## config.mk

```make
export PLATFORM = sky130hd
export DESIGN_NAME = and_gate
export DESIGN_NICKNAME = d
export VERILOG_FILES = /design/src/rtl/and_gate_pkg.sv /design/src/rtl/and_sat_counter.sv /design/src/rtl/and_gate.sv
export SDC_FILE = /design/constraint.sdc
export NUM_CORES = 1
export LEC_CHECK = 0
export ABC_AREA = 1
export BUFFER_PORTS_ARGS = -buffer_cell sky130_fd_sc_hd__buf_2
export CAP_MARGIN = 10
export CORE_MARGIN = 2
export CORE_UTILIZATION = 40
export DETAILED_ROUTE_END_ITERATION = 10
export SLEW_MARGIN = 10
export SYNTH_ARGS = -nofsm -noshare
export SYNTH_HDL_FRONTEND = slang
export SYNTH_SLANG_ARGS = --single-unit
```

## constraint.sdc

```tcl
create_clock -name clk -period 1.41 [get_ports clk]
set_input_delay 0.2115 -clock clk [delete_from_list [all_inputs] [get_ports clk]]
set_output_delay 0.2115 -clock clk [all_outputs]
set_load 0.01 [all_outputs]
```

## src/rtl/and_gate_pkg.sv

```systemverilog
// ---------------------------------------------------------------------------
// and_gate_pkg
// Shared constants and types for the and_gate cell and its counter.
//   AND_WIDTH_DEF : default operand width of the AND cell
//   AND_CNT_W_DEF : default width of the all-ones cycle counter
//   and_cnt_t     : counter word at the default counter width
// ---------------------------------------------------------------------------
package and_gate_pkg;

    localparam int AND_WIDTH_DEF = 1;
    localparam int AND_CNT_W_DEF = 16;

    typedef logic [AND_CNT_W_DEF-1:0] and_cnt_t;

endpackage : and_gate_pkg

```

## src/rtl/and_sat_counter.sv

```systemverilog
// ---------------------------------------------------------------------------
// and_sat_counter
// Saturating up-counter with synchronous active-low reset and synchronous
// clear. Clear wins over increment; the count sticks at all-ones.
// Ports:
//   clk   : clock, rising edge
//   rst_n : synchronous reset, active-low
//   clr   : synchronous clear to zero
//   inc   : count-enable for this cycle
//   count : current count (CNT_W bits)
// ---------------------------------------------------------------------------
module and_sat_counter
    import and_gate_pkg::*;
#(
    parameter int CNT_W = AND_CNT_W_DEF
) (
    input  logic             clk,
    input  logic             rst_n,
    input  logic             clr,
    input  logic             inc,
    output logic [CNT_W-1:0] count
);

    // Holds at all-ones instead of wrapping back to zero.
    function automatic logic [CNT_W-1:0] sat_inc(input logic [CNT_W-1:0] v);
        if (&v) begin
            return v;
        end
        return v + CNT_W'(1);
    endfunction

    always_ff @(posedge clk) begin
        if (!rst_n) begin
            count <= '0;
        end else if (clr) begin
            count <= '0;
        end else if (inc) begin
            count <= sat_inc(count);
        end
    end

endmodule : and_sat_counter

```

## src/rtl/and_gate.sv

```systemverilog
// ---------------------------------------------------------------------------
// and_gate
// Bitwise two-input AND with a clocked observation stage.
// Ports:
//   clk      : clock, rising edge
//   rst_n    : synchronous reset, active-low (observation state only)
//   a, b     : operands, WIDTH bits
//   clr      : synchronous clear of hi_count
//   y        : a & b, purely combinational
//   y_q      : y registered
//   y_rise   : per-bit rising flag, y sampled 1 while y_q was 0
//   hi_count : saturating count of cycles where every bit of y was 1
// ---------------------------------------------------------------------------
module and_gate
    import and_gate_pkg::*;
#(
    parameter int WIDTH = AND_WIDTH_DEF,
    parameter int CNT_W = AND_CNT_W_DEF
) (
    input  logic             clk,
    input  logic             rst_n,
    input  logic [WIDTH-1:0] a,
    input  logic [WIDTH-1:0] b,
    input  logic             clr,
    output logic [WIDTH-1:0] y,
    output logic [WIDTH-1:0] y_q,
    output logic [WIDTH-1:0] y_rise,
    output logic [CNT_W-1:0] hi_count
);

    logic all_ones;

    // Combinational stage: no clock or reset involvement, valid during reset.
    assign y        = a & b;
    assign all_ones = &y;

    // Observation stage: y_rise uses the pre-edge y_q, so a steady 1
    // produces a single pulse.
    always_ff @(posedge clk) begin
        if (!rst_n) begin
            y_q    <= '0;
            y_rise <= '0;
        end else begin
            y_q    <= y;
            y_rise <= y & ~y_q;
        end
    end

    and_sat_counter #(
        .CNT_W (CNT_W)
    ) u_cnt (
        .clk   (clk),
        .rst_n (rst_n),
        .clr   (clr),
        .inc   (all_ones),
        .count (hi_count)
    );

endmodule : and_gate

```

==> results of run 1 <==
## through the flow
| stage | util | power [mW] |
|---|---|---|
| floorplan | - | 0.5641 |
| finish | 0.5859 | 0.9147 |
| global route | 0.5859 | 0.9450 |
| global placement | 0.5025 | 0.5898 |
| CTS | 0.5258 | 0.9142 |
| detailed placement | 0.5025 | 0.5907 |
## sequential cells by signal (all words and copies together) (netlist names)
| register | flops |
|---|---|
| u_cnt.count | 16 |
| y_q | 1 |
| y_rise | 1 |
## per-layer routing
layer	vias up	track usage
met4	0	0.04878
met1	484	0.2193
met2	36	0.2956
met5	-	0
li1	571	-
met3	2	0.05914
## where the power goes
part / internal, mW / switching [mW]
clock: 0.158 / 0.175
combinational: 0.0275 / 0.0382
sequential: 0.513 / 0.00305
total: 0.699 / 0.216
## worst min-delay path, stage by stage
cell and delay [ns]:
sky130_fd_sc_hd__buf_2 0.08, sky130_fd_sc_hd__inv_1 0.05, sky130_fd_sc_hd__nor2_1 0.09
## cell usage after synthesis
cell type and n:
sky130_fd_sc_hd__nand4_4 1, sky130_fd_sc_hd__nor3_1 3, sky130_fd_sc_hd__nor2_1 33, sky130_fd_sc_hd__and2_1 1, sky130_fd_sc_hd__nand4_2 1, sky130_fd_sc_hd__buf_2 1
sky130_fd_sc_hd__a21oi_1 10, sky130_fd_sc_hd__dfxtp_1 18, sky130_fd_sc_hd__nor2_4 3, sky130_fd_sc_hd__nor2b_1 1, sky130_fd_sc_hd__xnor2_1 1, sky130_fd_sc_hd__inv_2 1
sky130_fd_sc_hd__nand3_2 3, sky130_fd_sc_hd__nand2_1 37, sky130_fd_sc_hd__buf_6 1, sky130_fd_sc_hd__ha_1 1, sky130_fd_sc_hd__a21oi_2 2, sky130_fd_sc_hd__nand3_1 12
sky130_fd_sc_hd__nand2_2 4, sky130_fd_sc_hd__nand3b_1 2, sky130_fd_sc_hd__nor2_2 3, sky130_fd_sc_hd__or2_2 1, sky130_fd_sc_hd__inv_1 13, sky130_fd_sc_hd__xor2_1 1
## how the worst max path moves through the flow
stage          depth (start not counted)         endpoint       startpoint  slack [ns]
2_1_floorplan                          7  u_cnt.count[11]   u_cnt.count[1]       0.008
6_report                               6   u_cnt.count[3]   u_cnt.count[0]        0.08
3_3_place_gp                           8  u_cnt.count[14]   u_cnt.count[1]        0.02
3_5_place_dp                           8  u_cnt.count[14]   u_cnt.count[1]       -0.02
5_1_grt                                8   u_cnt.count[0]  u_cnt.count[10]      -0.005
4_1_cts                                8   u_cnt.count[8]   u_cnt.count[1]       -0.02
## what timing repair did
item                       4_1_cts  5_1_grt
buffers inserted                 0        4
pin swaps                        3        6
hold buffers                     0        0
gates cloned                     0        1
setup endpoints to repair        6       15
gates resized for setup          5       32
## cell families after synthesis
logic type,count (synthesis),synth area share
flops,18,0.3466
xor+xnor,2,0.01685
compound gates,12,0.06499
fa+ha+maj,1,0.01203
simple gates,105,0.4934
buf+inv,16,0.06618
## layout make-up
| class | count | area [um^2] | share of cell area |
|---|---|---|---|
| flip-flops and latches | 18 | 371.6 | 0.2560 |
| clock buffers | 4 | 36.28 | 0.02500 |
| well taps | 30 | 37.54 | 0.02586 |
| inverters | 14 | 52.55 | 0.03621 |
| repair buffers | 36 | 212.7 | 0.1466 |
| multi-input cells | 121 | 740.7 | 0.5103 |
==> flow_summary_export.csv, run 1 <==
group,metric,value,unit
sta,fin_hold_ws,0.1455,ns
detailed_routing,drtPass1Iterations,4,
global_routing,grt_antenna_before_repair,0,
global_routing,wire_length_of_the_first_global_routing_pass,3843,um
detailed_routing,vias_per_cell,4.901,
worst_setup_path,critical_path.reg2reg.endpoint,"u_cnt.count[3]",
worst_setup_path,crit_path_max_incr_delay,0.37,ns
floorplanning,floorplan.die.width,54.99,um
final_layout,post_route_cells_drive_above_1_share,0.4611,
detailed_routing,route.detailed.wl_per_inst,11.65,um
global_routing,grt_max_degree,17,
final_layout,final_cell_mix,"sky130_fd_sc_hd__nand2_1, sky130_fd_sc_hd__nor2_1, sky130_fd_sc_hd__buf_2, sky130_fd_sc_hd__inv_1, sky130_fd_sc_hd__buf_4",
worst_setup_path,critPathTopFamily,"simple AND/OR/NAND/NOR gates",
synthesis,per_instance_average_area_after_synthesis,6.752,um^2
worst_setup_path,crit_fanout,7,
detailed_routing,wl,2597,um
detailed_routing,detail_route.wirelength.met1,1155,um
worst_setup_path,critPathLaunchType,"flop",
sta,max_transition_margin,0.8093,
detailed_routing,met3WireLength,194,um
clocking,h_tree_level_count,1,
floorplanning,fp.dieArea,3023,um^2
synthesis,synth_area_leaders,"sky130_fd_sc_hd__dfxtp_1, sky130_fd_sc_hd__nand2_1, sky130_fd_sc_hd__nor2_1",
sta,final.setup.worst_slack,0.08479,ns
floorplanning,floorplan.initialDensity,0.4197,
global_routing,overflow,0,
clocking,path_clk_slew,0.11,ns
worst_setup_path,arrival,1.54,ns
placement,detailed_place_hpwl,1756,um
clocking,clock_latency,0.31,ns
detailed_routing,ant_nets,0,
worst_setup_path,timing.critical_path.cells,"ha_4, nand2_2, nor2_4, nand4_4, a21oi_1, nor2_1",
final_layout,antenna_cells_inserted,0,
synthesis,total_standard_cell_area_after_synthesis,1040,um^2
floorplanning,chipHeight,54.99,um
placement,placed_cells,214,
worst_setup_path,critical_path_required,1.63,ns
worst_setup_path,worst-r2r-cell-count,6,
min_path,hp-start,"rst_n",
placement,io_buffer_count,23,
detailed_routing,dr_wl_met2,1235,um
worst_setup_path,timing.reg2reg.setup_slack,0.08,ns
final_layout,finalNetCount,200,
sta,fin_crit,1.325,ns
placement,dpl_cell_area,1245,um^2
final_layout,final.fill_count,229,
clocking,clock_sinks,18,
min_path,whs_path_depth,3,
final_layout,most_common_cell_after_layout_fill_and_taps_aside,"sky130_fd_sc_hd__nand2_1",
clocking,tritoncts,"built",
clocking,clockBufferDepth,2,
min_path,hold_path.class,"primary input to flop",
pwr,power.ir.vdd_worst,0.0004744,V
global_routing,first_global_vias,899,
synthesis,postSynthCellCount,154,
synthesis,yosysWarningCount,0,
worst_setup_path,cp.buffers_inverters,0,
floorplanning,ioPinCount,24,
flow_run,maxCapViolations,0,
worst_setup_path,critPathCaptureType,"flop",
clocking,cts_made_buffers,3,
detailed_routing,post-route-drc-count,0,
sta,setup_viol,0,
worst_setup_path,setup.worst_path.class,"flop to flop",
sta,maxSlewViolCount,0,
sta,tightest_slew,0.2854,ns
worst_setup_path,critical_path.slowest_cell,"sky130_fd_sc_hd__dfxtp_2",
clocking,clock_tree.root_cell,"sky130_fd_sc_hd__clkbuf_4",
synthesis,postSynthRegisterBits,18,
pwr,power_leakage,0.6318,nW
sta,clock.fmax,754.6,MHz
placement,gp_routability_congestion,0.7534,
worst_setup_path,critical_path.reg2reg.startpoint,"u_cnt.count[0]",
synthesis,yosys.area.top_type_share,0.3466,
detailed_routing,drt_iter0_drc,41,
synthesis,synth.distinct_cells,24,
floorplanning,core,2477,um^2
sta,fin_worst_skew,0.009640,ns
status,run_status,"finished, final reports clean",
final_layout,final-instance-count-excl-fill,223,
sta,hold_viol,0,
synthesis,yosysSeqAreaShare,0.3466,
global_routing,gr-usage-all-layers,0.1780,
synthesis,synthesis.nets,160,
floorplanning,row_count,18,
placement,dpl_worst_slack,-0.02311,ns
detailed_routing,uppermost_routed_layer,"met4",
pwr,power.density,630.2,nW/um^2
min_path,timing.hold.worst_endpoint,"y_q",
final_layout,syn_to_final_growth,39.59,%
synthesis,synth_top_cell_by_area,"sky130_fd_sc_hd__dfxtp_1",
sta,timing.final.crit_share,0.9399,
detailed_routing,vias,1093,
sta,finalSetupTns,0,ns
final_layout,design_area,1451,um^2
(Power assumes the default switching activity.)
==> run 2, diff against run 1 <==
--- a/config.mk
+++ b/config.mk
@@ -11,6 +11,7 @@
 export CORE_MARGIN = 2
 export CORE_UTILIZATION = 40
 export DETAILED_ROUTE_END_ITERATION = 10
+export MAX_ROUTING_LAYER = met4
 export SLEW_MARGIN = 10
 export SYNTH_ARGS = -nofsm -noshare
 export SYNTH_HDL_FRONTEND = slang
==> flow_summary_export.csv, run 2 (synthesis results as in run 1) <==
group,metric,value,unit
final_layout,antenna_cells_inserted,0,
detailed_routing,route.detailed.wl_per_inst,11.57,um
final_layout,syn_to_final_growth,39.59,%
final_layout,post_route_cells_drive_above_1_share,0.4611,
sta,fin_crit,1.324,ns
final_layout,largest_register_ff_count,16,
floorplanning,chipHeight,54.99,um
sta,clock.fmax,755.5,MHz
clocking,tritoncts,"built",
final_layout,multiInputGateArea,740.7,um^2
pwr,power_leakage,0.6318,nW
final_layout,top_regs,"u_cnt.count x16, y_q x1, y_rise x1",
worst_setup_path,critPathLaunchType,"flop",
pwr,finalPower,0.9164,mW
clocking,clock_latency,0.31,ns
detailed_routing,wl,2581,um
clocking,h_tree_level_count,1,
flow_run,maxCapViolations,0,
floorplanning,core,2477,um^2
pwr,power.density,631.4,nW/um^2
sta,max_transition_margin,0.8070,
global_routing,first_global_vias,903,
worst_setup_path,setup.worst_path.class,"flop to flop",
global_routing,grt_antenna_before_repair,0,
sta,rsz0062_at_grt,"yes",
final_layout,sequential_cell_area,371.6,um^2
worst_setup_path,critPathCaptureType,"flop",
floorplanning,row_count,18,
sta,tightest_slew,0.2888,ns
clocking,clockBufferDepth,2,
detailed_routing,vias_per_cell,4.946,
detailed_routing,post-route-drc-count,0,
detailed_routing,ant_nets,0,
placement,placed_cells,214,
global_routing,overflow,0,
final_layout,most_common_cell_after_layout_fill_and_taps_aside,"sky130_fd_sc_hd__nand2_1",
final_layout,design_area,1451,um^2
global_routing,gr-usage-all-layers,0.1829,
worst_setup_path,crit_fanout,7,
sta,fin_worst_skew,0.009298,ns
sta,maxSlewViolCount,0,
final_layout,max_flop_register,"u_cnt.count",
final_layout,finalNetCount,200,
global_routing,wire_length_of_the_first_global_routing_pass,3843,um
sta,fin_hold_ws,0.1458,ns
detailed_routing,vias,1103,
floorplanning,fp.dieArea,3023,um^2
final_layout,final-instance-count-excl-fill,223,
worst_setup_path,arrival,1.54,ns
clocking,postCtsHoldBufs,0,
sta,hold_viol,0,
floorplanning,ioPinCount,24,
worst_setup_path,critical_path_required,1.63,ns
placement,gp_routability_congestion,0.7631,
global_routing,grt_max_degree,17,
placement,dpl_cell_area,1245,um^2
min_path,hold_path.class,"primary input to flop",
clocking,clock_sinks,18,
detailed_routing,met3WireLength,143,um
clocking,cts_made_buffers,3,
clocking,path_clk_slew,0.11,ns
final_layout,final.fill_count,229,
floorplanning,floorplan.die.width,54.99,um
detailed_routing,drtPass1Iterations,6,
placement,detailed_place_hpwl,1756,um
status,run_status,"finished, final reports clean",
final_layout,final_cell_mix,"sky130_fd_sc_hd__nand2_1, sky130_fd_sc_hd__nor2_1, sky130_fd_sc_hd__buf_2, sky130_fd_sc_hd__inv_1, sky130_fd_sc_hd__buf_4",
sta,timing.final.crit_share,0.9387,
detailed_routing,detail_route.wirelength.met1,1221,um
clocking,clock_tree.root_cell,"sky130_fd_sc_hd__clkbuf_4",
detailed_routing,drt_iter0_drc,29,
placement,io_buffer_count,23,
floorplanning,floorplan.initialDensity,0.4197,
pwr,power.ir.vdd_worst,0.0004781,V
sta,setup_viol,0,
detailed_routing,uppermost_routed_layer,"met4",
detailed_routing,dr_wl_met2,1203,um
run 2: cell counts in the layout (fill, tap and decap cells not counted):
No cell type changed its count.
run 2: per-stage QoR:
stage / setup slack, ns / TNS, ns / util
after CTS: -0.01515 / -0.02558 / 0.5258
after global placement: 0.02085 / 0 / 0.5025
after detailed placement: -0.02311 / -0.04295 / 0.5025
after global routing: -0.01052 / -0.02086 / 0.5859
after floorplan: 0.008269 / 0 / -
final: 0.08637 / 0 / 0.5859
run 2: cell type report:
type                            instances  share of cell area
Inverter                               14             0.03621
Tap cell                               30             0.02586
Sequential cell                        18              0.2560
Multi-Input combinational cell        121              0.5103
Clock buffer                            4             0.02500
Timing Repair Buffer                   36              0.1466
run 2: worst max-delay path: stages, from the launching register on:
cell,delay (ns)
sky130_fd_sc_hd__dfxtp_2,0.37
sky130_fd_sc_hd__ha_4,0.16
sky130_fd_sc_hd__nand2_2,0.09
sky130_fd_sc_hd__nor2_4,0.18
sky130_fd_sc_hd__nand4_4,0.19
sky130_fd_sc_hd__a21oi_1,0.18
sky130_fd_sc_hd__nor2_1,0.06
run 2: report_power, final:
group,leakage (nW),internal [mW],total [mW],switching [mW]
logic,0.461,0.0275,0.0659,0.0385
registers,0.150,0.513,0.516,0.00308
clock network,0.0210,0.158,0.334,0.176
total,0.632,0.699,0.916,0.218
run 2: what timing repair did:
item,in CTS,in global routing
endpoints found under the setup margin,6,15
resized for setup,5,32
hold endpoints to repair,0,0
pin swaps,3,6
setup buffers,0,4
gates cloned,0,1
run 2: worst paths after layout:
kind,to,start,slack [ns],cells after the start
setup / recovery,u_cnt.count[3],u_cnt.count[0],0.09,6
hold / removal,y_q,rst_n,0.15,3
setup reg to reg,u_cnt.count[3],u_cnt.count[0],0.09,6
hold reg to reg,y_rise,y_q,0.43,1
run 2: metal layers:
layer  vias up  track usage
li1        572            -
met1       504       0.2209
met2        25       0.2956
met3         2      0.05645
met4         0      0.04878
met5         -            -
